**config.mk**
```make
export PLATFORM = sky130hd
export DESIGN_NAME = rv_instr_encoder_loader_flat
export DESIGN_NICKNAME = d
export VERILOG_FILES = /design/src/rtl/rv_instr_encoder_loader_pkg.sv /design/src/rtl/rv_instr_encoder_loader_if.sv /design/src/rtl/rv_instr_encoder_loader_packer.sv /design/src/rtl/rv_instr_encoder_loader.sv /design/src/flat_wrapper.sv
export SDC_FILE = /design/constraint.sdc
export NUM_CORES = 1
export LEC_CHECK = 0
export CORE_MARGIN = 4
export CORE_UTILIZATION = 44
export DETAILED_ROUTE_END_ITERATION = 6
export PLACE_DENSITY_LB_ADDON = 0.1
export SKIP_CTS_REPAIR_TIMING = 1
export SLEW_MARGIN = 10
export SYNTH_ARGS = -nofsm -noshare
export SYNTH_HDL_FRONTEND = slang
export SYNTH_SLANG_ARGS = --single-unit
```
**constraint.sdc**
```tcl
create_clock -name clk -period 4 [get_ports clk]
set_input_delay 0.8 -clock clk [delete_from_list [all_inputs] [get_ports clk]]
set_output_delay 0.8 -clock clk [all_outputs]
set_load 0.005 [all_outputs]
```
**src/rtl/rv_instr_encoder_loader_pkg.sv**
```systemverilog
// ============================================================================
// Module      : rv_encode_pkg
// Description : Format codes, RV32I opcodes and loader FSM states.
// Revision    : 1.0 - initial release
// ============================================================================
`default_nettype none

package rv_encode_pkg;

  typedef enum logic [2:0] {
    FMT_R = 3'd0,
    FMT_I = 3'd1,
    FMT_S = 3'd2,
    FMT_B = 3'd3,
    FMT_U = 3'd4,
    FMT_J = 3'd5
  } fmt_e;

  localparam logic [6:0] OP_RTYPE  = 7'h33;
  localparam logic [6:0] OP_ITYPE  = 7'h13;
  localparam logic [6:0] OP_LOAD   = 7'h03;
  localparam logic [6:0] OP_STORE  = 7'h23;
  localparam logic [6:0] OP_BRANCH = 7'h63;
  localparam logic [6:0] OP_LUI    = 7'h37;
  localparam logic [6:0] OP_JAL    = 7'h6F;

  typedef enum logic [1:0] {
    ST_IDLE = 2'd0,
    ST_LOAD = 2'd1,
    ST_DONE = 2'd2
  } state_e;

endpackage

`default_nettype wire

```
**src/rtl/rv_instr_encoder_loader_if.sv**
```systemverilog
// ============================================================================
// Module      : rv_instr_encoder_loader_if
// Description : Field-bundle stream in, instruction-memory write bus out.
// Revision    : 1.0 - initial release
// ============================================================================
`default_nettype none

interface rv_instr_encoder_loader_if;
  logic        in_valid;
  logic        in_ready;
  logic [2:0]  in_fmt;
  logic [6:0]  in_op;
  logic [4:0]  in_rd;
  logic [4:0]  in_rs1;
  logic [4:0]  in_rs2;
  logic [2:0]  in_funct3;
  logic [6:0]  in_funct7;
  logic [31:0] in_imm;
  logic        in_last;
  logic        mem_we;
  logic [31:0] mem_addr;
  logic [31:0] mem_wdata;

  modport master (
    output in_valid, in_fmt, in_op, in_rd, in_rs1, in_rs2,
           in_funct3, in_funct7, in_imm, in_last,
    input  in_ready, mem_we, mem_addr, mem_wdata
  );

  modport slave (
    input  in_valid, in_fmt, in_op, in_rd, in_rs1, in_rs2,
           in_funct3, in_funct7, in_imm, in_last,
    output in_ready, mem_we, mem_addr, mem_wdata
  );
endinterface

`default_nettype wire

```
**src/rtl/rv_instr_encoder_loader_packer.sv**
```systemverilog
// ============================================================================
// Module      : rv_field_packer
// Description : Combinational RV32I field-to-word encoder with legality flag.
// Revision    : 1.0 - initial release
// ============================================================================
`default_nettype none

module rv_field_packer
  import rv_encode_pkg::*;
(
  input  wire logic [2:0]  fmt_i,
  input  wire logic [6:0]  op_i,
  input  wire logic [4:0]  rd_i,
  input  wire logic [4:0]  rs1_i,
  input  wire logic [4:0]  rs2_i,
  input  wire logic [2:0]  funct3_i,
  input  wire logic [6:0]  funct7_i,
  input  wire logic [31:0] imm_i,
  output logic      [31:0] word_o,
  output logic             legal_o
);

  always_comb begin
    word_o  = 32'h0;
    legal_o = 1'b1;
    case (fmt_i)
      FMT_R: word_o = {funct7_i, rs2_i, rs1_i, funct3_i, rd_i, op_i};
      FMT_I: word_o = {imm_i[11:0], rs1_i, funct3_i, rd_i, op_i};
      FMT_S: word_o = {imm_i[11:5], rs2_i, rs1_i, funct3_i, imm_i[4:0], op_i};
      FMT_B: word_o = {imm_i[12], imm_i[10:5], rs2_i, rs1_i, funct3_i,
                       imm_i[4:1], imm_i[11], op_i};
      FMT_U: word_o = {imm_i[31:12], rd_i, op_i};
      FMT_J: word_o = {imm_i[20], imm_i[10:1], imm_i[11], imm_i[19:12], rd_i, op_i};
      default: legal_o = 1'b0;
    endcase
  end

endmodule

`default_nettype wire

```
**src/rtl/rv_instr_encoder_loader.sv**
```systemverilog
// ============================================================================
// Module      : rv_instr_encoder_loader
// Description : Streams encoded RV32I words into instruction memory, holding
//               the core in reset until the program is loaded.
// Revision    : 1.0 - initial release
// ============================================================================
`default_nettype none

module rv_instr_encoder_loader
  import rv_encode_pkg::*;
#(
  parameter int unsigned ADDR_WIDTH = 8,
  parameter logic [31:0] BASE_ADDR  = 32'h0
) (
  input  wire logic                  clk,
  input  wire logic                  rst,
  input  wire logic                  start,
  rv_instr_encoder_loader_if.slave   bus,
  output logic      [ADDR_WIDTH:0]   count,
  output logic                       busy,
  output logic                       done,
  output logic                       cpu_rst_n,
  output logic                       err_fmt,
  output logic                       err_full
);

  localparam logic [ADDR_WIDTH:0] c_last_idx = {1'b0, {ADDR_WIDTH{1'b1}}};
  localparam logic [ADDR_WIDTH:0] c_one      = {{ADDR_WIDTH{1'b0}}, 1'b1};

  state_e                state_q;
  logic                  ready_q;
  logic                  busy_q;
  logic                  done_q;
  logic                  cpu_rst_n_q;
  logic                  err_fmt_q;
  logic                  err_full_q;
  logic [ADDR_WIDTH:0]   count_q;
  logic                  mem_we_q;
  logic [31:0]           mem_addr_q;
  logic [31:0]           mem_wdata_q;

  logic [31:0]           word_d;
  logic                  legal_d;
  logic [31:0]           addr_d;
  logic                  accept_d;
  logic                  full_d;
  logic                  finish_d;

  rv_field_packer u_packer (
    .fmt_i    (bus.in_fmt),
    .op_i     (bus.in_op),
    .rd_i     (bus.in_rd),
    .rs1_i    (bus.in_rs1),
    .rs2_i    (bus.in_rs2),
    .funct3_i (bus.in_funct3),
    .funct7_i (bus.in_funct7),
    .imm_i    (bus.in_imm),
    .word_o   (word_d),
    .legal_o  (legal_d)
  );

  assign addr_d   = BASE_ADDR + 32'({count_q, 2'b00});
  assign accept_d = bus.in_valid && ready_q;
  // Capacity only ends the session when the final slot is filled by a non-last word.
  assign full_d   = legal_d && (count_q == c_last_idx) && !bus.in_last;
  assign finish_d = bus.in_last || full_d;

  always_ff @(posedge clk or negedge rst) begin
    if (!rst) begin
      state_q     <= ST_IDLE;
      ready_q     <= 1'b0;
      busy_q      <= 1'b0;
      done_q      <= 1'b0;
      cpu_rst_n_q <= 1'b0;
      err_fmt_q   <= 1'b0;
      err_full_q  <= 1'b0;
      count_q     <= '0;
      mem_we_q    <= 1'b0;
      mem_addr_q  <= 32'h0;
      mem_wdata_q <= 32'h0;
    end else begin
      mem_we_q <= 1'b0;
      case (state_q)
        ST_IDLE, ST_DONE: begin
          // Release lags done by one cycle so the core never sees a half-loaded image.
          if (state_q == ST_DONE) cpu_rst_n_q <= 1'b1;
          if (start) begin
            state_q     <= ST_LOAD;
            ready_q     <= 1'b1;
            busy_q      <= 1'b1;
            done_q      <= 1'b0;
            cpu_rst_n_q <= 1'b0;
            err_fmt_q   <= 1'b0;
            err_full_q  <= 1'b0;
            count_q     <= '0;
          end
        end
        ST_LOAD: begin
          if (accept_d) begin
            if (legal_d) begin
              mem_we_q    <= 1'b1;
              mem_addr_q  <= addr_d;
              mem_wdata_q <= word_d;
              count_q     <= count_q + c_one;
            end else begin
              err_fmt_q <= 1'b1;
            end
            if (full_d) err_full_q <= 1'b1;
            if (finish_d) begin
              state_q <= ST_DONE;
              ready_q <= 1'b0;
              busy_q  <= 1'b0;
              done_q  <= 1'b1;
            end
          end
        end
        default: begin
          state_q <= ST_IDLE;
          ready_q <= 1'b0;
          busy_q  <= 1'b0;
          done_q  <= 1'b0;
        end
      endcase
    end
  end

  assign bus.in_ready  = ready_q;
  assign bus.mem_we    = mem_we_q;
  assign bus.mem_addr  = mem_addr_q;
  assign bus.mem_wdata = mem_wdata_q;
  assign count         = count_q;
  assign busy          = busy_q;
  assign done          = done_q;
  assign cpu_rst_n     = cpu_rst_n_q;
  assign err_fmt       = err_fmt_q;
  assign err_full      = err_full_q;

endmodule

`default_nettype wire

```
**src/flat_wrapper.sv**
```systemverilog
// flat-port wrapper written by rule: the top's interface ports become plain ports
module rv_instr_encoder_loader_flat import rv_encode_pkg::*;
#(
  parameter int unsigned ADDR_WIDTH = 8,
  parameter logic [31:0] BASE_ADDR  = 32'h0
)
  (clk, rst, start, count, busy, done, cpu_rst_n, err_fmt, err_full, bus_in_valid, bus_in_fmt, bus_in_op, bus_in_rd, bus_in_rs1, bus_in_rs2, bus_in_funct3, bus_in_funct7, bus_in_imm, bus_in_last, bus_in_ready, bus_mem_we, bus_mem_addr, bus_mem_wdata);
  rv_instr_encoder_loader_if bus_i ();
  input  wire logic clk;
  input  wire logic rst;
  input  wire logic start;
  output logic      [ADDR_WIDTH:0] count;
  output logic busy;
  output logic done;
  output logic cpu_rst_n;
  output logic err_fmt;
  output logic err_full;
  input wire logic [$bits(bus_i.in_valid)-1:0] bus_in_valid;
  input wire logic [$bits(bus_i.in_fmt)-1:0] bus_in_fmt;
  input wire logic [$bits(bus_i.in_op)-1:0] bus_in_op;
  input wire logic [$bits(bus_i.in_rd)-1:0] bus_in_rd;
  input wire logic [$bits(bus_i.in_rs1)-1:0] bus_in_rs1;
  input wire logic [$bits(bus_i.in_rs2)-1:0] bus_in_rs2;
  input wire logic [$bits(bus_i.in_funct3)-1:0] bus_in_funct3;
  input wire logic [$bits(bus_i.in_funct7)-1:0] bus_in_funct7;
  input wire logic [$bits(bus_i.in_imm)-1:0] bus_in_imm;
  input wire logic [$bits(bus_i.in_last)-1:0] bus_in_last;
  output wire logic [$bits(bus_i.in_ready)-1:0] bus_in_ready;
  output wire logic [$bits(bus_i.mem_we)-1:0] bus_mem_we;
  output wire logic [$bits(bus_i.mem_addr)-1:0] bus_mem_addr;
  output wire logic [$bits(bus_i.mem_wdata)-1:0] bus_mem_wdata;
  assign bus_i.in_valid = bus_in_valid;
  assign bus_i.in_fmt = bus_in_fmt;
  assign bus_i.in_op = bus_in_op;
  assign bus_i.in_rd = bus_in_rd;
  assign bus_i.in_rs1 = bus_in_rs1;
  assign bus_i.in_rs2 = bus_in_rs2;
  assign bus_i.in_funct3 = bus_in_funct3;
  assign bus_i.in_funct7 = bus_in_funct7;
  assign bus_i.in_imm = bus_in_imm;
  assign bus_i.in_last = bus_in_last;
  assign bus_in_ready = bus_i.in_ready;
  assign bus_mem_we = bus_i.mem_we;
  assign bus_mem_addr = bus_i.mem_addr;
  assign bus_mem_wdata = bus_i.mem_wdata;
  rv_instr_encoder_loader #(.ADDR_WIDTH(ADDR_WIDTH), .BASE_ADDR(BASE_ADDR)) u_core (.clk(clk), .rst(rst), .start(start), .bus(bus_i), .count(count), .busy(busy), .done(done), .cpu_rst_n(cpu_rst_n), .err_fmt(err_fmt), .err_full(err_full));
endmodule
```
**Word level (Yosys, flattened, before mapping)**

Index checks and enable logic that the tools add are counted.

- Add/subtract/negate cells: 1
- Eq/ne operators: 14
- Multiplexer cells: 29
- Reduce and logical (&&, ||, !) cells: 17

Operator list:

| kind | number |
|---|---|
| 32-bit case mux with 6 select lines | 1 |
| 9-bit 2-to-1 mux | 3 |
| 9-bit case mux with 2 select lines | 1 |
| 1-bit 2-to-1 mux | 16 |
| 4-bit AND reduction | 3 |
| 9-bit by 1-bit adder with 9-bit output (second input constant) | 1 |
| 9-bit by 8-bit == test with 1-bit output (second input constant) | 1 |
| 2-bit by 1-bit != test with 1-bit output (second input constant) | 4 |
| 1-bit case mux with 2 select lines | 4 |
| 3-bit by 2-bit == test with 1-bit output (second input constant) | 2 |
| 3-bit == test (second input constant) | 2 |
| 2-bit 2-to-1 mux | 3 |
| 3-bit AND reduction | 2 |
| 6-bit OR reduction | 1 |
| 2-bit != test (second input constant) | 2 |
| 2-bit case mux with 2 select lines | 1 |
| 2-bit nonzero test | 2 |
| 3-bit by 1-bit == test with 1-bit output (second input constant) | 1 |
| 1-bit logical AND | 3 |
| 3-bit logical NOT | 1 |
| 2-bit by 1-bit == test with 1-bit output (second input constant) | 1 |
| 2-bit == test (second input constant) | 1 |
| 2-bit logical NOT | 1 |
| 2-bit AND reduction | 1 |
| 3 further kinds | 3 |

- Flip-flop bits (word level): 58
- Input bits: 72
- Output and inout port bits: 80
- Logic and storage cells: 71

**Depth between registers and ports, before layout**

- Depth after elaboration: 9
- Gate-level depth with buffers: 8
- Depth with buffers taken out: 7

**By module**

From an unflattened synthesis, not the netlist that was laid out.

- Cell total of the unflattened synthesis: 281
- Area total of the unflattened synthesis: 3,140.5 µm²

Modules (own cells, without submodules):

| module | times used | cells each | area an instance (µm²) | seq. area each (µm²) |
|---|---|---|---|---|
| rv_instr_encoder_loader | 1 | 195 | 2,558.7 | 1,426.4 |
| rv_field_packer | 1 | 86 | 581.8 | 0.0 |

**Worst setup path before layout**

No wires, ideal clock.

- Path kind: input to register
- Start point: input bus_in_fmt[2]
- End point: register u_core.count_q[5], in the netlist u_core.count[5]
- Library setup time: 0.078 ns
- Data arrival time: 1.885 ns
- Slack: 2.038 ns
- Stages: 4
- Path buffers: 0
- Path through: a21o_1 -> a221o_1 -> or4_1 -> a21oi_1

- Word-level cells in the longest chain between the ends: 5

Ends and longest elaborated chain:

| element | RTL line | source |
|---|---|---|
| from (decl) | flat_wrapper.sv:19 | `input wire logic [$bits(bus_i.in_fmt)-1:0] bus_in_fmt;` |
| 3-bit == test (tied with other cells) | rv_instr_encoder_loader_packer.sv:26 | `case (fmt_i)` |
| 6-bit OR reduction (no source line) (*) | - |  |
| 1-bit 2-to-1 mux (*) | rv_instr_encoder_loader_packer.sv:26 |  |
| 2-bit by 1-bit != test with 1-bit output (no source line) (*) | - |  |
| 4-bit AND reduction (no source line) (*) | - |  |
| to (signal assigned) | rv_instr_encoder_loader.sv:104 | `count_q <= count_q + c_one;` |
| to (decl) | rv_instr_encoder_loader.sv:37 | `logic [ADDR_WIDTH:0] count_q;` |

Every way passes the cells marked *; elsewhere a longest branch is shown, timed or not.
A chain may end at the register's enable or synchronous reset.

**Worst setup path after layout**

- Start point: input bus_in_fmt[1]
- End point: register u_core.mem_wdata_q[31], in the netlist u_core.bus.mem_wdata[31]

- Word-level cells in the longest chain between the ends: 4

Ends and longest elaborated chain:

| element | RTL line | source |
|---|---|---|
| 3-bit == test (tied with other cells) | rv_instr_encoder_loader_packer.sv:26 |  |
| 6-bit OR reduction (no source line) | - |  |
| 1-bit 2-to-1 mux | rv_instr_encoder_loader_packer.sv:26 |  |
| 3-bit AND reduction (no source line) | - |  |
| to (signal assigned) | rv_instr_encoder_loader.sv:103 | `mem_wdata_q <= word_d;` |
| to (decl) | rv_instr_encoder_loader.sv:40 | `logic [31:0] mem_wdata_q;` |

Parallel ways exist; a longest one is shown, timed or not.

==> flow_metrics.env <==
export IMPL_worst_path_buf_inv=2
export IMPL_cp_endpoint="u_core.bus.mem_wdata[31]"
export IMPL_async_reset_ff_frac=1.00
export IMPL_synthTopCellsByArea="dfrtp_1, nand2_1, buf_4, a21oi_1, o21ai_0"
export IMPL_num_rows=30
export IMPL_gp_congestion=0.827
export IMPL_route_detailed_drc=0
export IMPL_netlist_area_um2=3060
export IMPL_synthFlopType="dfrtp_1"
export IMPL_startpoint_type="input port"
export IMPL_finalSetupTns_ns=0
export IMPL_synth_cells=342
export IMPL_p_int_uw=1570
export IMPL_antenna_found_initial=0
export IMPL_yosysMostFrequentCell="nand2_1"
export IMPL_htree_num_levels=3
export IMPL_grt_start_max_net_pins=44
export IMPL_die_w_um=91.4
export IMPL_ys_seq_elements=57
export IMPL_grt_first_pass_wirelength_mm=14.0
export IMPL_rr_endpoint="u_core.bus.mem_wdata[31]"
export IMPL_worst_pin_slew_ns=0.975
export IMPL_synth_warnings=0
export IMPL_power_density_nw_per_um2=508
export IMPL_finalInstanceArea_um2=4500
export IMPL_synth_edf_count=0
export IMPL_finalCriticalPeriod_ns=2.76
export IMPL_initial_core_util=0.451
export IMPL_first_global_vias=2763
export IMPL_worstReg2RegStart="u_core.state_q[1]"
export IMPL_cpPeakStageDelay_ns=0.63
export IMPL_finalCritPeriodShare=0.690
export IMPL_wirelength_mm=8.70
export IMPL_die_area_um2=8360
export IMPL_dr_total_vias=2963
export IMPL_wl_per_cell_um=15.5
export IMPL_drt_iter0_drc=102
export IMPL_synthDistinctLibCells=38
export IMPL_core_area_um2=6790
export IMPL_clockRootBuffer="clkbuf_8"
export IMPL_p_seq_frac=0.391
export IMPL_swShare=0.314
export IMPL_status="completed"
export IMPL_r2r_setup_slack_ns=1.76
export IMPL_crit_slowest_cell="clkdlybuf4s50_1"
export IMPL_clkLatencyLatePin_ns=0.32
export IMPL_fmax_mhz=362
export IMPL_clock_sinks=57
export IMPL_ioPinCount=152
export IMPL_fin_nets=537
export IMPL_rr_worst_depth=5
export IMPL_p_leak_uw=0.00193
export IMPL_cts_buffers=9
export IMPL_critPathArrivalTime_ns=2.97
export IMPL_numPlacedInstances=548
export IMPL_vias_per_cell=5.26
export IMPL_vdd_drop_max_mv=0.294
export IMPL_hold_path_class="register to register"
export IMPL_finalNonFillerCells=563
export IMPL_slew_limit_headroom=0.350
export IMPL_place_ws_ns=0.851
export IMPL_power_frac_comb=0.378
export IMPL_die_h_um=91.4
export IMPL_critPathRequiredTime_ns=4.21
export IMPL_end_kind="register"
export IMPL_path_max_fanout=28
export IMPL_power_share_clock=0.231
export IMPL_setup_violations=0
export IMPL_syn_to_final_growth_pct=47.0
export IMPL_grt_usage=0.207
export IMPL_layout_drive_gt1_share=0.0749
export IMPL_crit_type="input port to register"
export IMPL_cp_depth=6
export IMPL_synth_seq_area_share=0.466
export IMPL_dp_hpwl_mm=6.39
export IMPL_syn_avg_cell_area_um2=8.95
export IMPL_slew_viol_final=0
export IMPL_yosys_area_top_type="dfrtp_1"
export IMPL_port_buffers=128
export IMPL_n_antenna_cell=0
export IMPL_drt_first_pass_iters=4
export IMPL_drv_cap=0
export IMPL_rsz0062_at_grt="false"
export IMPL_hold_violations=0
export IMPL_crit_family="buffers and inverters"
export IMPL_netlist_area_leader_share=0.466
export IMPL_startpoint="bus_in_fmt[1]"
export IMPL_setup_slack_ns=1.24
export IMPL_synth_commonest_cells="nand2_1, dfrtp_1, a21oi_1, o21ai_0, buf_4"
export IMPL_finalClockSkew_ns=0.00567
export IMPL_placed_cell_area_um2=4310
export IMPL_clockBufferDepth=2
export IMPL_path_cells="clkdlybuf4s50_1, nand2_1, nand2_2, inv_1, o311ai_0, o22a_1"
export IMPL_cts_tree="done"
export IMPL_clkTransAtPathRegs_ns=0.07
export IMPL_switching_power_uw=717
export IMPL_fillers=586
export IMPL_grt_remaining_overflow=0
export IMPL_antenna_left=0
-- layout by cell type, fill, tap and decap left out, types with 2 or more instances in the layout --
master | netlist | final
o21ai_0 | 30 | 30
buf_4 | 24 | 5
a22oi_1 | 4 | 4
or3_1 | 21 | 21
mux2_2 | 13 | 13
mux2i_1 | 3 | 3
o31ai_1 | 3 | 3
conb_1 | 1 | 23
clkinv_2 | 0 | 2
dfrtp_1 | 57 | 57
nand3_1 | 6 | 6
nor2_1 | 10 | 10
a21oi_1 | 30 | 30
inv_1 | 8 | 8
o22ai_1 | 19 | 19
nand2_1 | 60 | 60
a21o_1 | 2 | 2
clkdlybuf4s50_1 | 0 | 127
nand4_1 | 2 | 2
clkbuf_8 | 0 | 10
ha_1 | 2 | 2
a22o_1 | 6 | 6
nor2b_1 | 4 | 4
or4_1 | 3 | 3
-- per-stage QoR --
step	hold slack [ns]	utilization	total power (uW)
global route	0.495	0.662	2440
global placement	0.460	0.634	1750
detailed placement	0.463	0.634	1780
CTS	0.478	0.662	2310
floorplan	0.470	-	1260
finish	0.476	0.662	2280
-- metal layers --
metal  track usage  vias up  share of wire
li1              -     1415              -
met1         0.291     1412           0.45
met2         0.313      123           0.47
met3        0.0447       13          0.068
met4        0.0791        0          0.018
met5             0        -              0
-- worst min path at each step --
stage / start / end / slack, ns / depth (start not counted)
2_1_floorplan: u_core.bus.mem_wdata[0] / u_core.bus.mem_wdata[0] / 0.47 / 2
3_3_place_gp: u_core.bus.mem_addr[4] / u_core.bus.mem_addr[4] / 0.46 / 2
3_5_place_dp: u_core.bus.mem_addr[2] / u_core.bus.mem_addr[2] / 0.46 / 2
4_1_cts: u_core.bus.mem_addr[2] / u_core.bus.mem_addr[2] / 0.48 / 2
5_1_grt: u_core.bus.mem_addr[2] / u_core.bus.mem_addr[2] / 0.50 / 2
6_report: u_core.bus.mem_wdata[0] / u_core.bus.mem_wdata[0] / 0.48 / 2
-- logic make-up after synthesis --
logic type,count (synthesis),share of synthesized area
and+or+nand+nor,110,0.168
AOI/OAI and AO/OA,103,0.200
DFF,57,0.466
buffers and inverters,53,0.0985
muxes,16,0.0576
adders and majority gates,2,0.00817
other,1,0.00122
-- area by class of cell --
type	count	area, um2	area share
clock buffers	10	138	0.0306
multi-input cells	254	1420	0.315
well taps	96	120	0.0267
repair buffers	133	1310	0.292
clock inverters	5	56.3	0.0125
inverters	8	30.0	0.00667
flip-flops and latches	57	1430	0.317
-- sequential cells by signal, summed over array words and instances, names as in the netlist --
register	cells
u_core.busy	1
u_core.count	9
u_core.state_q	2
u_core.bus.mem_addr	9
u_core.cpu_rst_n	1
u_core.bus.mem_wdata	32
u_core.bus.mem_we	1
u_core.err_fmt	1
u_core.err_full	1
-- worst min-delay path: cells and delay by family (launching register included) --
kind             cells  cell delay, ns
and+or+nand+nor      2            0.10
DFF                  1            0.34
-- power groups by stage --
stage          Clock, uW  Combinational (uW)  Sequential (uW)
6_report             527                 865              893
5_1_grt              562                 955              922
4_1_cts              540                 877              894
3_5_place_dp           0                 875              903
3_3_place_gp           0                 854              898
2_1_floorplan          0                 366              895
Note: power is estimated with default switching activity, not from simulation.
